--- config.mk ---
export PLATFORM = sky130hd
export DESIGN_NAME = axi_slave_wr
export DESIGN_NICKNAME = d
export VERILOG_FILES = /design/src/rtl/axi_slave_wr_pkg.sv /design/src/rtl/axi_slave_wr.sv
export SDC_FILE = /design/constraint.sdc
export NUM_CORES = 1
export LEC_CHECK = 0
export ABC_AREA = 1
export BUFFER_PORTS_ARGS = -buffer_cell sky130_fd_sc_hd__buf_2
export CAP_MARGIN = 5
export CORE_ASPECT_RATIO = 1.1
export CORE_MARGIN = 5
export CORE_UTILIZATION = 44
export DETAILED_ROUTE_END_ITERATION = 8
export GPL_TIMING_DRIVEN = 1
export HOLD_SLACK_MARGIN = 0.12
export PLACE_DENSITY = 0.86
export SYNTH_ARGS = -nofsm -noshare
export SYNTH_HDL_FRONTEND = slang
export SYNTH_SLANG_ARGS = --single-unit
--- constraint.sdc ---
create_clock -name clk -period 2.5 [get_ports clk]
set_input_delay 0.25 -clock clk [delete_from_list [all_inputs] [get_ports clk]]
set_output_delay 0.25 -clock clk [all_outputs]
set_load 0.01 [all_outputs]
--- src/rtl/axi_slave_wr_pkg.sv ---
// Shared AXI write-slave definitions: channel widths, BRESP codes, FSM state and debug view.
// Consumers: axi_slave_wr (optional burst-length checking under AXI_WR_BURST_CHECK_EN).
package axi_slave_wr_pkg;

    localparam int ID_W       = 8;
    localparam int ADDR_W     = 32;
    localparam int DATA_W     = 32;
    localparam int STRB_W     = 4;
    localparam int LEN_W      = 4;
    localparam int MEM_ADDR_W = 14;

    localparam logic [1:0] RESP_OKAY   = 2'b00;
    localparam logic [1:0] RESP_SLVERR = 2'b10;

    typedef enum logic [1:0] {
        ST_IDLE = 2'd0,
        ST_DATA = 2'd1,
        ST_RESP = 2'd2
    } axi_wr_state_e;

    typedef struct packed {
        axi_wr_state_e          state;
        logic [LEN_W-1:0]       cnt;
        logic [LEN_W-1:0]       len;
        logic                   err;
    } axi_wr_dbg_t;

    // Byte address to memory word address; bursts are always 4-byte beats.
    function automatic logic [MEM_ADDR_W-1:0] word_addr(input logic [ADDR_W-1:0] byte_addr);
        return byte_addr[MEM_ADDR_W+1:2];
    endfunction

endpackage

--- src/rtl/axi_slave_wr.sv ---
// Single-outstanding AXI write slave driving a word-addressed SRAM port with zero-latency writes.
// Define AXI_WR_BURST_CHECK_EN to flag WLAST/AWLEN disagreement with SLVERR.
module axi_slave_wr
    import axi_slave_wr_pkg::*;
(
    input  logic                  clk,
    input  logic                  rst,

    input  logic [ID_W-1:0]       AWID_S,
    input  logic [ADDR_W-1:0]     AWADDR_S,
    input  logic [LEN_W-1:0]      AWLEN_S,
    input  logic [2:0]            AWSIZE_S,
    input  logic [1:0]            AWBURST_S,
    input  logic                  AWVALID_S,
    output logic                  AWREADY_S,

    input  logic [DATA_W-1:0]     WDATA_S,
    input  logic [STRB_W-1:0]     WSTRB_S,
    input  logic                  WLAST_S,
    input  logic                  WVALID_S,
    output logic                  WREADY_S,

    output logic [ID_W-1:0]       BID_S,
    output logic [1:0]            BRESP_S,
    output logic                  BVALID_S,
    input  logic                  BREADY_S,

    output logic [STRB_W-1:0]     MEM_WEN,
    output logic [MEM_ADDR_W-1:0] MEM_A,
    output logic [DATA_W-1:0]     MEM_DI,

    output axi_wr_dbg_t           dbg_o
);

    // Handshakes: a transfer happens in any cycle where valid and ready are both high;
    // once BVALID_S is raised, BID_S/BRESP_S hold until BREADY_S is seen.

    axi_wr_state_e          state_q, state_d;
    logic [ID_W-1:0]        id_q, id_d;
    logic [MEM_ADDR_W-1:0]  base_q, base_d;
    logic [LEN_W-1:0]       len_q, len_d;
    logic [LEN_W-1:0]       cnt_q, cnt_d;
    logic                   err_q, err_d;
    logic                   w_beat;

    // Burst type, beat size and the out-of-window address bits are not used.
    logic unused_aw_bits;
    assign unused_aw_bits = ^{AWSIZE_S, AWBURST_S, AWADDR_S[ADDR_W-1:MEM_ADDR_W+2], AWADDR_S[1:0]};

    always_ff @(posedge clk or negedge rst) begin
        if (!rst) begin
            state_q <= ST_IDLE;
            id_q    <= '0;
            base_q  <= '0;
            len_q   <= '0;
            cnt_q   <= '0;
            err_q   <= 1'b0;
        end else begin
            state_q <= state_d;
            id_q    <= id_d;
            base_q  <= base_d;
            len_q   <= len_d;
            cnt_q   <= cnt_d;
            err_q   <= err_d;
        end
    end

    assign w_beat = (state_q == ST_DATA) && WVALID_S;

    always_comb begin
        state_d   = state_q;
        id_d      = id_q;
        base_d    = base_q;
        len_d     = len_q;
        cnt_d     = cnt_q;
        err_d     = err_q;
        AWREADY_S = 1'b0;
        WREADY_S  = 1'b0;
        BVALID_S  = 1'b0;
        BID_S     = '0;
        BRESP_S   = RESP_OKAY;

        case (state_q)
            ST_IDLE: begin
                AWREADY_S = 1'b1;
                if (AWVALID_S) begin
                    id_d    = AWID_S;
                    base_d  = word_addr(AWADDR_S);
                    len_d   = AWLEN_S;
                    cnt_d   = '0;
                    err_d   = 1'b0;
                    state_d = ST_DATA;
                end
            end

            ST_DATA: begin
                WREADY_S = 1'b1;
                if (WVALID_S) begin
                    cnt_d = cnt_q + 1'b1;
`ifdef AXI_WR_BURST_CHECK_EN
                    // The burst closes at whichever arrives first: WLAST or the AWLEN beat.
                    if (WLAST_S || (cnt_q == len_q)) begin
                        err_d   = WLAST_S != (cnt_q == len_q);
                        state_d = ST_RESP;
                    end
`else
                    if (WLAST_S) begin
                        state_d = ST_RESP;
                    end
`endif
                end
            end

            ST_RESP: begin
                BVALID_S = 1'b1;
                BID_S    = id_q;
                BRESP_S  = err_q ? RESP_SLVERR : RESP_OKAY;
                if (BREADY_S) begin
                    state_d = ST_IDLE;
                end
            end

            default: begin
                state_d = ST_IDLE;
            end
        endcase
    end

    assign MEM_WEN = w_beat ? WSTRB_S : '0;
    assign MEM_A   = base_q + {{(MEM_ADDR_W-LEN_W){1'b0}}, cnt_q};
    assign MEM_DI  = WDATA_S;

    assign dbg_o = '{state: state_q, cnt: cnt_q, len: len_q, err: err_q};

endmodule

== After elaboration in Yosys (flattened, before gate mapping) ==
Cells that the tools add are included.

* Flip-flop bits (word level): 32
* Bits of input ports: 91
* Output and inout port bits: 74
* Word-level logic and storage cells: 32

* Add/sub/neg operators: 2
* Eq/ne operators: 6
* Muxes and demuxes: 13
* Reduce and logical (&&, ||, !) cells: 6

{| class="wikitable"
|+ Operators with widths
! cell !! count
|-
| $add 14x4->14 || 1
|-
| $mux 4 || 3
|-
| $mux 2 || 4
|-
| $mux 8 || 1
|-
| $ne 2x2->1 const B || 4
|-
| $pmux 4 s2 || 1
|-
| $pmux 2 s3 || 1
|-
| $add 4x1->4 const B || 1
|-
| $reduce_and 4->1 || 1
|-
| $mux 1 || 3
|-
| $reduce_and 3->1 || 1
|-
| $eq 2x1->1 const B || 1
|-
| $eq 2x2->1 const B || 1
|-
| $logic_not 2->1 || 1
|-
| $reduce_and 2->1 || 1
|-
| $reduce_bool 2->1 || 1
|-
| $logic_and 1x1->1 || 1
|}

== Depth between registers and ports, before layout ==
* Depth after elaboration: 3
* Mapped depth: 8
* Mapped depth without buffers: 8

== Least setup slack after synthesis ==
OpenSTA, ideal clock, no wires.

* Kind: register -> output
* Start: register cnt_q[0]
* End: output MEM_A[4]
* Data arrival time: 1.656 ns
* Required time: 2.250 ns
* Setup slack: 0.594 ns
* Cell stages (with the launch flop): 6
* Buffers on the path: 0
* Path through: dfrtp_1 > ha_1 > inv_1 > fa_1 > o21ai_4 > xor2_1

* Cells in the longest elaborated chain, start to end: 1

{| class="wikitable"
|+ RTL lines
! element !! RTL line !! RTL
|-
| from (decl) || axi_slave_wr.sv:42 || <nowiki>logic [LEN_W-1:0] cnt_q, cnt_d;</nowiki>
|-
| from (signal assigned) || axi_slave_wr.sv:63 || <nowiki>cnt_q <= cnt_d;</nowiki>
|-
| $add 14x4->14 || axi_slave_wr.sv:130 || <nowiki>assign MEM_A = base_q + {{(MEM_ADDR_W-LEN_W){1'b0}}, cnt_q};</nowiki>
|-
| to (decl) || axi_slave_wr.sv:29 || <nowiki>output logic [MEM_ADDR_W-1:0] MEM_A,</nowiki>
|}

No other way between the ends.

== Worst setup path in the final report ==
* Start: register cnt_q[0]
* End: output MEM_A[10]

Same word-level chain as after synthesis.

==> implementation parameters <==
Parameter                              Value

Status
  Status ... finished clean

Route
  Total number of vias ... 1858
  Wire length per cell after detailed routing ... 11.9 um
  Via density per instance ... 4.73
  Detailed Route Iter0 Violations ... 58
  DRT Pass-1 Iters ... 4
  Total Routed Length ... 4690 um
  Detailed-route DRC error count ... 0
  DRT antenna net count ... 0

Worst setup path
  Worst setup path endpoint ... MEM_A[10]
  Crit Reg-Reg Startpoint ... state_q[0]
  Largest fanout on the critical path ... 6
  Cell count along the critical path ... 8
  Crit path launch ... cnt_q[0]
  Worst Path Arrival ... 2.07 ns
  Worst flop-to-flop path endpoint ... base_q[7]
  Type of destination of the critical path ... output pin
  Critical-path cell with the highest stage delay ... sky130_fd_sc_hd__fa_1
  Setup crit start kind ... flop
  Kind of cell adding the most delay to the critical path ... adder cells
  Critical Path Most Common Cell ... sky130_fd_sc_hd__nand2_1
  Series of cell instances along the critical path ... ha_1, inv_1, fa_1, o21ai_4, nand3_1, nand2_1, nand2_1, buf_2
  Reg2reg path depth ... 5
  Worst path required time ... 2.25 ns
  Buf/Inv on CP ... 2
  Flop2flop setup slack ... 1.14 ns
  Slowest stage delay, CP ... 0.48 ns
  Critical path class ... flop to output pin

Placed design
  Post-Place Worst Slack ... 0.414 ns
  Port Buffer Count ... 74
  HPWL after detailed placement ... 3630 um
  Total cell area at the placement stage ... 0.00234 sq mm
  Placer's final routability congestion estimate ... 0.913

Power
  Static leakage power ... 1.41 nW
  Overall Power ... 2.63 mW
  PwrDens ... 1070 mW/mm^2
  Highest ir drop seen on vdd ... 510 uV

CTS
  Clock buffer count from CTS ... 5
  CTS Buffer Depth ... 2
  Clk pin slew, worst setup/hold paths ... 0.07 ns
  Cell chosen for the clock root ... sky130_fd_sc_hd__clkbuf_8
  Clock tree from TritonCTS ... done
  Clock latency of the later-clocked register in the worst-skew pair ... 0.27 ns
  H-tree levels ... 2
  Number of clock sinks ... 32

STA
  Peak clock frequency supported by timing ... 0.430 GHz
  Least-Margin Pin Slew ... 0.707 ns
  Fin crit period ... 2.32 ns
  Total count of hold-check failures in the final report ... 0
  Worst slack on hold paths ... 0.151 ns
  Number of endpoints failing setup at the final stage ... 0
  Setup ws final ... 0.176 ns
  Worst max-slew margin expressed relative to the limit ... 52.9%
  Period utilisation layout ... 93.0%
  Layout Skew ... 0.00390 ns
  Max-slew violations ... 0

Synth
  Average instance area after synthesis ... 7.68 sq um
  #FFs+latches synth ... 32
  Total standard cell area after synthesis ... 0.00223 sq mm
  Number of warnings printed during yosys synthesis ... 0
  Synthesized instance count ... 290
  Number of distinct library cells after synthesis ... 26
  Cell type with the highest aggregate area in the netlist ... sky130_fd_sc_hd__dfrtp_1
  Sequential cell area fraction in the yosys report ... 36.0%
  Cell types occupying the most area after synthesis ... sky130_fd_sc_hd__dfrtp_1 36%, sky130_fd_sc_hd__nand2_1 16%, sky130_fd_sc_hd__buf_4 12%
  Share of the synthesized area in the top cell type ... 36.0%

Die
  Io pins ... 165
  Starting density of the core ... 44.8%
  Die W ... 77.8 um
  Die area ... 0.00659 sq mm
  Die height ... 84.6 um
  Number of standard-cell rows in the floorplan ... 27
  Core footprint ... 0.00497 sq mm

Global routing
  Via count of the first global-routing pass ... 1817
  Grt ovf ... 0
  Number of antenna violations at the first check in global routing ... 0
  Largest net degree at the start of global routing ... 41
  GRT Util Overall ... 14.3%
  Wire length of the first global-routing pass ... 7840 um

Layout
  Fraction of final layout cells with drive strength greater than 1 ... 35.2%
  Layout fillers ... 515
  Final non-filler cell area ... 0.00245 sq mm
  Layout overhead on the synthesized area ... 10.1%
  Share of the core filled with cells ... 49.4%
  Final Net Count ... 431
  N_diodes ... 0

Worst hold path
  Class of the tightest hold or removal check ... input pin to flop

Flow run
  Number of violations of the max-capacitance limit ... 0
## per-layer routing
metal / global-route usage [%] / vias up / wire, um
met5: 0 / - / 0
met4: 6.88 / 0 / 88
met3: 4.40 / 16 / 395
met2: 25.0 / 67 / 2430
met1: 15.6 / 823 / 1770
li1: - / 952 / -
## layout by cell type, fill, tap and decap left out
cell / instances
sky130_fd_sc_hd__ha_1: 5
sky130_fd_sc_hd__inv_1: 29
sky130_fd_sc_hd__conb_1: 3
sky130_fd_sc_hd__nand2_2: 7
sky130_fd_sc_hd__xor2_1: 3
sky130_fd_sc_hd__dlygate4sd3_1: 1
sky130_fd_sc_hd__nor2_4: 1
sky130_fd_sc_hd__clkinv_2: 2
sky130_fd_sc_hd__clkbuf_8: 6
sky130_fd_sc_hd__o21ai_2: 15
sky130_fd_sc_hd__nor2_1: 20
sky130_fd_sc_hd__o21ai_1: 3
sky130_fd_sc_hd__nand4_1: 4
sky130_fd_sc_hd__inv_2: 3
sky130_fd_sc_hd__nand3b_1: 4
sky130_fd_sc_hd__buf_2: 74
sky130_fd_sc_hd__dfrtp_1: 32
sky130_fd_sc_hd__nand2_4: 2
sky130_fd_sc_hd__nand3_1: 17
sky130_fd_sc_hd__nand2_1: 93
sky130_fd_sc_hd__xnor2_1: 1
sky130_fd_sc_hd__nor2_2: 6
sky130_fd_sc_hd__a21oi_1: 1
sky130_fd_sc_hd__o21ai_4: 1
sky130_fd_sc_hd__inv_6: 1
sky130_fd_sc_hd__fa_1: 1
## synth_stat cells
cell type / n
sky130_fd_sc_hd__nand4_1: 4
sky130_fd_sc_hd__nand3_1: 17
sky130_fd_sc_hd__ha_1: 5
sky130_fd_sc_hd__nor2_4: 1
sky130_fd_sc_hd__dfrtp_1: 32
sky130_fd_sc_hd__o21ai_4: 1
sky130_fd_sc_hd__buf_4: 36
sky130_fd_sc_hd__fa_1: 1
sky130_fd_sc_hd__nand2_2: 7
sky130_fd_sc_hd__o21ai_1: 3
sky130_fd_sc_hd__o21ai_2: 14
sky130_fd_sc_hd__buf_6: 2
sky130_fd_sc_hd__nand2_4: 2
sky130_fd_sc_hd__nor2_1: 20
sky130_fd_sc_hd__nand2_1: 93
sky130_fd_sc_hd__inv_6: 1
sky130_fd_sc_hd__inv_1: 29
sky130_fd_sc_hd__inv_2: 3
sky130_fd_sc_hd__xor2_1: 3
sky130_fd_sc_hd__nor2_2: 6
sky130_fd_sc_hd__buf_2: 1
sky130_fd_sc_hd__xnor2_1: 1
sky130_fd_sc_hd__nand3b_1: 4
sky130_fd_sc_hd__conb_1: 1
sky130_fd_sc_hd__a21oi_1: 1
sky130_fd_sc_hd__buf_12: 2
## state kept, by name, indices dropped and copies added, names as in the netlist
name / flops
base_q: 14
id_q: 8
cnt_q: 4
len_q: 4
state_q: 2
## worst min-delay path by stage
stage | slack (ns) | cells after the start | from | end
2_1_floorplan | -0.05 | 0 | rst | base_q[0]
3_3_place_gp | 0.33 | 1 | rst | base_q[13]
3_5_place_dp | 0.34 | 1 | rst | base_q[13]
4_1_cts | 0.14 | 2 | BREADY_S | state_q[1]
5_1_grt | 0.16 | 2 | BREADY_S | state_q[1]
6_report | 0.15 | 2 | BREADY_S | state_q[1]
## final cells by class
cell class                 count  area [sq um]  share of cell area (%)
clock inverter                 2          10.0                   0.408
clock buffer                   6          82.6                    3.37
inverter                      33           129                    5.26
timing repair buffer          75           380                    15.5
multi-input combinational    187           976                    39.8
tap                           58          72.6                    2.96
sequential                    32           801                    32.7
## logic make-up after synthesis
logic type      count (synthesis)  share of synthesized area [%]
simple gates                  154                           30.5
buf+inv                        74                           21.0
flops                          32                           36.0
compound gates                 19                           7.13
fa+ha+maj                       6                           3.71
xor+xnor                        4                           1.57
other cells                     1                          0.168
## worst reg2reg max path, cell delays in order (launching register included)
cell and delay (ns):
sky130_fd_sc_hd__dfrtp_1 0.42, sky130_fd_sc_hd__nor2_2 0.17, sky130_fd_sc_hd__nand2_4 0.16, sky130_fd_sc_hd__inv_6 0.31
sky130_fd_sc_hd__nand2_1 0.15, sky130_fd_sc_hd__o21ai_2 0.07
## timing repair
| item | CTS | global route |
|---|---|---|
| hold buffers | 1 | 0 |
| gates resized for setup | 0 | 0 |
| hold endpoints to repair | 32 | 0 |
| setup endpoints to repair | 0 | 1 |
| buffers inserted | 0 | 0 |
## power breakdown
part	total [mW]	internal (mW)	switching, mW
clock	0.395	0.219	0.176
sequential	0.934	0.746	0.188
combinational	1.31	0.505	0.800
## metrics by stage
stage               TNS (ns)  std cells
floorplan                  0        292
global placement           0        383
detailed placement         0        383
CTS                        0        392
global route        -0.00305        393
finish                     0        393
Note: power is estimated with default switching activity, not from simulation.
